<file path="src/rtl/im_loader.sv">
// -----------------------------------------------------------------------------
// im_loader
//   Write-side companion to the CPU instruction memory. Receives a byte stream
//   (first byte = word count N, then 4N bytes, MSB first), assembles 32-bit
//   words and writes them to consecutive word slots starting at address 0.
//   The CPU is held in reset until a complete image has been written.
//
// Ports
//   clk        system clock, rising edge
//   rst_n      asynchronous active-low reset
//   start      one-cycle pulse, begins a new load (ignored while busy)
//   in_valid   stream byte valid
//   in_ready   stream byte ready (high in LEN and DATA only)
//   in_data    stream byte
//   im_we      instruction-memory write strobe, one cycle per word
//   im_waddr   word-aligned byte address (word_index << 2)
//   im_wdata   assembled instruction word
//   busy       high while loading (LEN, DATA, WRITE)
//   done       high once the image is written
//   err        high after an illegal word count
//   cpu_rst_n  active-low CPU reset, released only in DONE
// -----------------------------------------------------------------------------
module im_loader #(
  parameter int DEPTH_LOG2 = 5,
  parameter int ADDR_W     = 32
) (
  input  logic              clk,
  input  logic              rst_n,
  input  logic              start,
  input  logic              in_valid,
  output logic              in_ready,
  input  logic [7:0]        in_data,
  output logic              im_we,
  output logic [ADDR_W-1:0] im_waddr,
  output logic [31:0]       im_wdata,
  output logic              busy,
  output logic              done,
  output logic              err,
  output logic              cpu_rst_n
);

  localparam logic [8:0] DEPTH_MAX = 9'(1 << DEPTH_LOG2);

  typedef enum logic [2:0] {
    S_IDLE,
    S_LEN,
    S_DATA,
    S_WRITE,
    S_DONE,
    S_ERR
  } state_t;

  state_t                state_q, state_d;
  logic [DEPTH_LOG2:0]   count_q, count_d;
  logic [DEPTH_LOG2-1:0] widx_q, widx_d;
  logic [1:0]            bcnt_q, bcnt_d;
  logic [31:0]           shift_q, shift_d;
  logic [31:0]           wdata_q, wdata_d;
  logic [ADDR_W-1:0]     waddr_q, waddr_d;
  logic                  in_ready_q, im_we_q, busy_q, done_q, err_q, cpu_rst_n_q;
  logic                  accept;

  assign accept = in_valid && in_ready_q;

  always_comb begin
    state_d = state_q;
    count_d = count_q;
    widx_d  = widx_q;
    bcnt_d  = bcnt_q;
    shift_d = shift_q;
    wdata_d = wdata_q;
    waddr_d = waddr_q;

    case (state_q)
      S_IDLE, S_DONE, S_ERR: begin
        if (start) state_d = S_LEN;
      end

      S_LEN: begin
        if (accept) begin
          if ((in_data == 8'd0) || ({1'b0, in_data} > DEPTH_MAX)) begin
            state_d = S_ERR;
          end else begin
            count_d = in_data[DEPTH_LOG2:0];
            widx_d  = '0;
            bcnt_d  = '0;
            state_d = S_DATA;
          end
        end
      end

      S_DATA: begin
        if (accept) begin
          shift_d = {shift_q[23:0], in_data};
          bcnt_d  = bcnt_q + 2'd1;
          if (bcnt_q == 2'd3) begin
            // Latch the write beat now so im_we/addr/data are registered
            // outputs during the single WRITE cycle.
            wdata_d = {shift_q[23:0], in_data};
            waddr_d = {{(ADDR_W-DEPTH_LOG2-2){1'b0}}, widx_q, 2'b00};
            state_d = S_WRITE;
          end
        end
      end

      S_WRITE: begin
        if ({1'b0, widx_q} == (count_q - (DEPTH_LOG2+1)'(1))) begin
          state_d = S_DONE;
        end else begin
          widx_d  = widx_q + 1'b1;
          bcnt_d  = '0;
          state_d = S_DATA;
        end
      end

      default: state_d = S_IDLE;
    endcase
  end

  // Status outputs are decoded from the next state so they change on the
  // same edge as the state itself (e.g. cpu_rst_n falls as DONE -> LEN).
  always_ff @(posedge clk or negedge rst_n) begin
    if (!rst_n) begin
      state_q     <= S_IDLE;
      count_q     <= '0;
      widx_q      <= '0;
      bcnt_q      <= '0;
      shift_q     <= '0;
      wdata_q     <= '0;
      waddr_q     <= '0;
      in_ready_q  <= 1'b0;
      im_we_q     <= 1'b0;
      busy_q      <= 1'b0;
      done_q      <= 1'b0;
      err_q       <= 1'b0;
      cpu_rst_n_q <= 1'b0;
    end else begin
      state_q     <= state_d;
      count_q     <= count_d;
      widx_q      <= widx_d;
      bcnt_q      <= bcnt_d;
      shift_q     <= shift_d;
      wdata_q     <= wdata_d;
      waddr_q     <= waddr_d;
      in_ready_q  <= (state_d == S_LEN) || (state_d == S_DATA);
      im_we_q     <= (state_d == S_WRITE);
      busy_q      <= (state_d == S_LEN) || (state_d == S_DATA) || (state_d == S_WRITE);
      done_q      <= (state_d == S_DONE);
      err_q       <= (state_d == S_ERR);
      cpu_rst_n_q <= (state_d == S_DONE);
    end
  end

  assign in_ready  = in_ready_q;
  assign im_we     = im_we_q;
  assign im_waddr  = waddr_q;
  assign im_wdata  = wdata_q;
  assign busy      = busy_q;
  assign done      = done_q;
  assign err       = err_q;
  assign cpu_rst_n = cpu_rst_n_q;

endmodule

</file>
<file path="config.mk">
export PLATFORM = sky130hd
export DESIGN_NAME = im_loader
export DESIGN_NICKNAME = d
export VERILOG_FILES = /design/src/rtl/im_loader.sv
export SDC_FILE = /design/constraint.sdc
export NUM_CORES = 1
export LEC_CHECK = 0
export BUFFER_PORTS_ARGS = -buffer_cell sky130_fd_sc_hd__clkbuf_2
export CORE_UTILIZATION = 35
export CTS_CLUSTER_DIAMETER = 150
export CTS_CLUSTER_SIZE = 16
export DETAILED_ROUTE_END_ITERATION = 8
export SLEW_MARGIN = 5
export SYNTH_ARGS = -nofsm -noshare
export SYNTH_HDL_FRONTEND = slang
export SYNTH_SLANG_ARGS = --single-unit
</file>
<file path="constraint.sdc">
create_clock -name clk -period 4 [get_ports clk]
set_input_delay 0.8 -clock clk [delete_from_list [all_inputs] [get_ports clk]]
set_output_delay 0.8 -clock clk [all_outputs]
set_load 0.01 [all_outputs]
</file>
# Word level (Yosys, flattened, before mapping)
# Index checks and enable logic that the tools add are counted.
dict set report totals {
  ff_bits 82
  latch_bits 0
  mem_bits_rw 0
  mem_bits_ro 0
  input_bits 12
  wordCells 63
  n_memories 0
}
dict set report op_classes {
  add_sub_neg 3
  n_mul 0
  div 0
  order_cmp 1
  n_eq_ne 16
  n_shift 0
  muxes 16
  bitwise_logic 1
  n_reduce_logical 14
}
# op n
set op_table {}
lappend op_table {{$mux W3} 6}
lappend op_table {{$mux W5} 3}
lappend op_table {{$eq A3 B2 Y1 const B} 4}
lappend op_table {{$eq A3 B3 Y1 const B} 4}
lappend op_table {{$pmux W3 S4} 1}
lappend op_table {{$pmux W5 S2} 1}
lappend op_table {{$gt A8 B6 Y1 const B} 1}
lappend op_table {{$logic_not A8 Y1} 1}
lappend op_table {{$mux W2} 4}
lappend op_table {{$ne A2 B2 Y1 const B} 4}
lappend op_table {{$eq A3 B1 Y1 const B} 2}
lappend op_table {{$eq A5 B6 Y1} 1}
lappend op_table {{$pmux W2 S3} 1}
lappend op_table {{$reduce_and A3 Y1} 2}
lappend op_table {{$sub A6 B1 Y6 const B} 1}
lappend op_table {{$add A5 B1 Y5 const B} 1}
lappend op_table {{$reduce_and A5 Y1} 1}
lappend op_table {{$reduce_and A4 Y1} 1}
lappend op_table {{$logic_not A3 Y1} 1}
lappend op_table {{$logic_or A1 B1 Y1} 3}
lappend op_table {{$reduce_bool A3 Y1} 1}
lappend op_table {{$reduce_or A3 Y1} 1}
lappend op_table {{$add A2 B1 Y2 const B} 1}
lappend op_table {{$eq A2 B2 Y1 const B} 1}
lappend op_table {{other kinds (4)} 4}

# Longest topological paths before layout
dict set report depth {
  depth_word 8
  ltp_mapped 8
  ltp_nobuf 8
}

# Least setup slack after synthesis
# No wires, ideal clock.
dict set report synth_timing {
  path_type {input port to flip-flop}
  from {in in_data[0]}
  to {reg count_q[0]}
  setup_ps 125
  t_arrival_ps 2365
  required_time_ps 3875
  slack_ps 1510
  stages 6
  cell_sequence {or4_1 o21a_1 nor4_2 nand3b_1 buf_6 mux2_2}
}
dict set report synth_via {
  elab_chain_cells 4
}
# element line_no
set synth_rtl {}
lappend synth_rtl {{start: declaration} 32} ;# input logic [7:0] in_data,
lappend synth_rtl {{$gt A8 B6 Y1 or $logic_not A8 Y1 (tied branches)} 81} ;# if ((in_data == 8'd0) || ({1'b0, in_data} > DEPTH_MAX)) begin
lappend synth_rtl {{$logic_or A1 B1 Y1} 81}
lappend synth_rtl {{$not A1 Y1 (no source line)} --}
lappend synth_rtl {{$reduce_and A3 Y1 (no source line)} --}
lappend synth_rtl {{end signal: assignment} 139} ;# count_q <= count_d;
lappend synth_rtl {{end: declaration} 54} ;# logic [DEPTH_LOG2:0] count_q, count_d;
# Several ways; a longest one is shown, not always the timed one.
# A chain may end at the register's enable or synchronous reset.

# Worst setup path in the final report
# Same ends and word-level chain as after synthesis.

==> impl_metrics.env <==
export IMPL_status="finished clean"
export IMPL_seqPwrFrac=0.478
export IMPL_fin_tns_setup_ps=0
export IMPL_fin_crit_sh=0.6429
export IMPL_cp_max_fo=13
export IMPL_cts_buffers=9
export IMPL_core_mm2=0.009819
export IMPL_min_period_ps=2572
export IMPL_numClockSinks=82
export IMPL_synth_distinct_cells=35
export IMPL_fin_skew_ps=6.051
export IMPL_hold_buffers=0
export IMPL_dr_pass1_iters=4
export IMPL_ys_async_sr_fraction=1.000
export IMPL_n_antenna_cell=0
export IMPL_drc=0
export IMPL_grt_setup_unrepaired="false"
export IMPL_dp_hpwl_um=4022
export IMPL_overflow=0
export IMPL_die_y_um=102.9
export IMPL_wl_per_cell_um=12.93
export IMPL_clkPwrFrac=0.238
export IMPL_htreeDepth=3
export IMPL_port_buffer_count=54
export IMPL_rows=36
export IMPL_setup_violations=0
export IMPL_grt_pass1_wl_um=10150
export IMPL_die_x_um=102.9
export IMPL_hold_class="register to register"
export IMPL_end_kind="register"
export IMPL_p_sw_uw=885.1
export IMPL_io_pin_count=82
export IMPL_maxCapViolCount=0
export IMPL_vias=2120
export IMPL_cts_tree="done"
export IMPL_viasPerCell=4.599
export IMPL_clk_pin_slew_ps=80
export IMPL_worstPathRequired_ps=4230
export IMPL_ys_seq_elements=82
export IMPL_p_leak_nw=2.088
export IMPL_hold_viol=0
export IMPL_cts_buffer_depth=2
export IMPL_clk_latency_ps=350
export IMPL_cts_resized_gates=0
export IMPL_postSynthCellCount=266
export IMPL_peakVddDrop_mv=0.3072
export IMPL_netlist_area_mm2=0.003563
export IMPL_drt_iter0_markers=52
export IMPL_grt_start_max_net_pins=83
export IMPL_swShare=0.3126
export IMPL_antenna_found_initial=0
export IMPL_synth_edf_count=0
export IMPL_nets=338
export IMPL_antenna_left=0
export IMPL_intPower_mw=1.946
export IMPL_fmax_mhz=388.9
export IMPL_path_cells="clkbuf_2 > or4_1 > o21a_1 > nor4_2 > nand3b_1 > mux2_2"
export IMPL_synth_yosys_warnings=0
export IMPL_synth_avg_cell_area_um2=13.40
export IMPL_grt_pass1_vias=2073
export IMPL_tightest_slew_ps=1010
export IMPL_cpPeakStageDelay_ps=550
export IMPL_die_area_mm2=0.01059
export IMPL_start_kind="input port"
export IMPL_grtUsageTotal=0.1265
export IMPL_slew_headroom=0.3269
export IMPL_final_max_slew_viol_count=0
export IMPL_slowest_stage="or4_1"
export IMPL_gp_congestion=0.7473
export IMPL_finalWirelength_um=5962
export IMPL_worstPathArrival_ps=2800
export IMPL_cts_setup_buffers=0
export IMPL_power_density_mw_per_mm2=690.9
export IMPL_area_growth_syn_to_layout_pct=14.99
export IMPL_clockRootBuffer="clkbuf_8"
export IMPL_pwr_share_comb=0.284
export IMPL_crit_type="input port to register"
export IMPL_synth_ff_type="dfrtp_1"
export IMPL_power_mw=2.831
export IMPL_synth_seq_area_share=0.5758
export IMPL_drive_gt1_frac=0.4329
export IMPL_initial_core_util=0.3629
routing by layer:
layer | share of wire | vias to the layer above | routed length, um | track usage
li1 | - | 981 | - | -
met1 | 0.47 | 1057 | 2820 | 0.1665
met2 | 0.43 | 74 | 2577 | 0.1856
met3 | 0.082 | 8 | 487 | 0.05492
met4 | 0.013 | 0 | 76 | 0.04550
met5 | 0 | - | 0 | 0
through the flow:
step | std cells | cell area, um2 | setup WS, ps | util | hold WS (ps)
after floorplan | 292 | 3661 | 1510 | - | 475.0
after global placement | 445 | 3869 | 1134 | 0.3940 | 488.8
after detailed placement | 445 | 3869 | 1026 | 0.3940 | 492.0
after CTS | 461 | 4098 | 1409 | 0.4173 | 513.3
after global routing | 461 | 4098 | 1255 | 0.4173 | 523.2
final | 461 | 4098 | 1428 | 0.4173 | 506.7
cell usage after synthesis (4+ instances only):
cell | count | area share
buf_4 | 28 | 0.059
clkbuf_1 | 6 | 0.0063
dfrtp_1 | 82 | 0.58
inv_1 | 8 | 0.0084
mux2_2 | 67 | 0.21
mux2i_1 | 5 | 0.014
nand2_1 | 12 | 0.013
nor2_1 | 9 | 0.0095
nor3_1 | 8 | 0.011
xnor2_1 | 5 | 0.012
xor2_1 | 4 | 0.0098
kinds of logic (layout without fill, tap and decap cells):
family / after synthesis / in the layout / share of synthesized area
simple gates: 43 / 43 / 0.06039
other cells: 1 / 27 / 0.001052
xor+xnor: 9 / 9 / 0.02212
fa+ha+maj: 3 / 3 / 0.01053
mux: 72 / 72 / 0.2258
flops: 82 / 82 / 0.5758
compound gates: 12 / 12 / 0.02598
buf+inv: 44 / 80 / 0.07830
worst max-delay path: cells and delay by family:
family          cells  cell delay, ps
simple gates        3            1260
buf+inv             1             110
mux                 1             430
compound gates      1             200
power by group through the flow:
stage / sequential, mW / clock [mW] / combinational (mW)
final: 1.35 / 0.674 / 0.805
after global routing: 1.40 / 0.733 / 0.913
after CTS: 1.36 / 0.700 / 0.818
after detailed placement: 1.37 / 0 / 0.815
after global placement: 1.36 / 0 / 0.799
after floorplan: 1.37 / 0 / 0.555
flip-flops by register name, summed over array words and instances (netlist names), 2 cells and up:
name,cells
count_q,6
bcnt_q,2
state_q,3
im_wdata,32
im_waddr,5
widx_q,5
shift_q,24
cell usage in the layout, fill, tap and decap left out, types with 2 or more instances in the layout:
cell,n
a21oi_1,2
buf_4,3
bufinv_16,2
clkbuf_2,53
clkbuf_8,11
conb_1,27
dfrtp_1,82
ha_1,3
inv_1,8
mux2_2,67
mux2i_1,5
nand2_1,12
nand3_1,3
nor2_1,8
nor2b_1,2
nor3_1,8
nor3b_1,2
o211ai_1,2
xnor2_1,5
xor2_1,4
final cells by class:
| cell class | count | area (um2) |
|---|---|---|
| fill | 958 | 5722 |
| inverter | 8 | 30.03 |
| clock inverter | 4 | 73.82 |
| sequential | 82 | 2052 |
| multi-input combinational | 166 | 1333 |
| timing repair buffer | 56 | 287.8 |
| tap | 133 | 166.4 |
| clock buffer | 12 | 155.1 |
path summary, 6_finish.rpt:
path                              start            to  slack, ps  cells after the start
min reg2reg                im_wdata[15]  im_wdata[15]        510                      1
max                          in_data[0]    count_q[0]       1430                      6
max reg2reg                  count_q[0]          busy       1550                      8
max in group asynchronous         rst_n   shift_q[15]       2740                      1
min                        im_wdata[15]  im_wdata[15]        510                      1
min in group asynchronous         rst_n  im_wdata[28]        630                      1
Note: power is estimated with default switching activity, not from simulation.
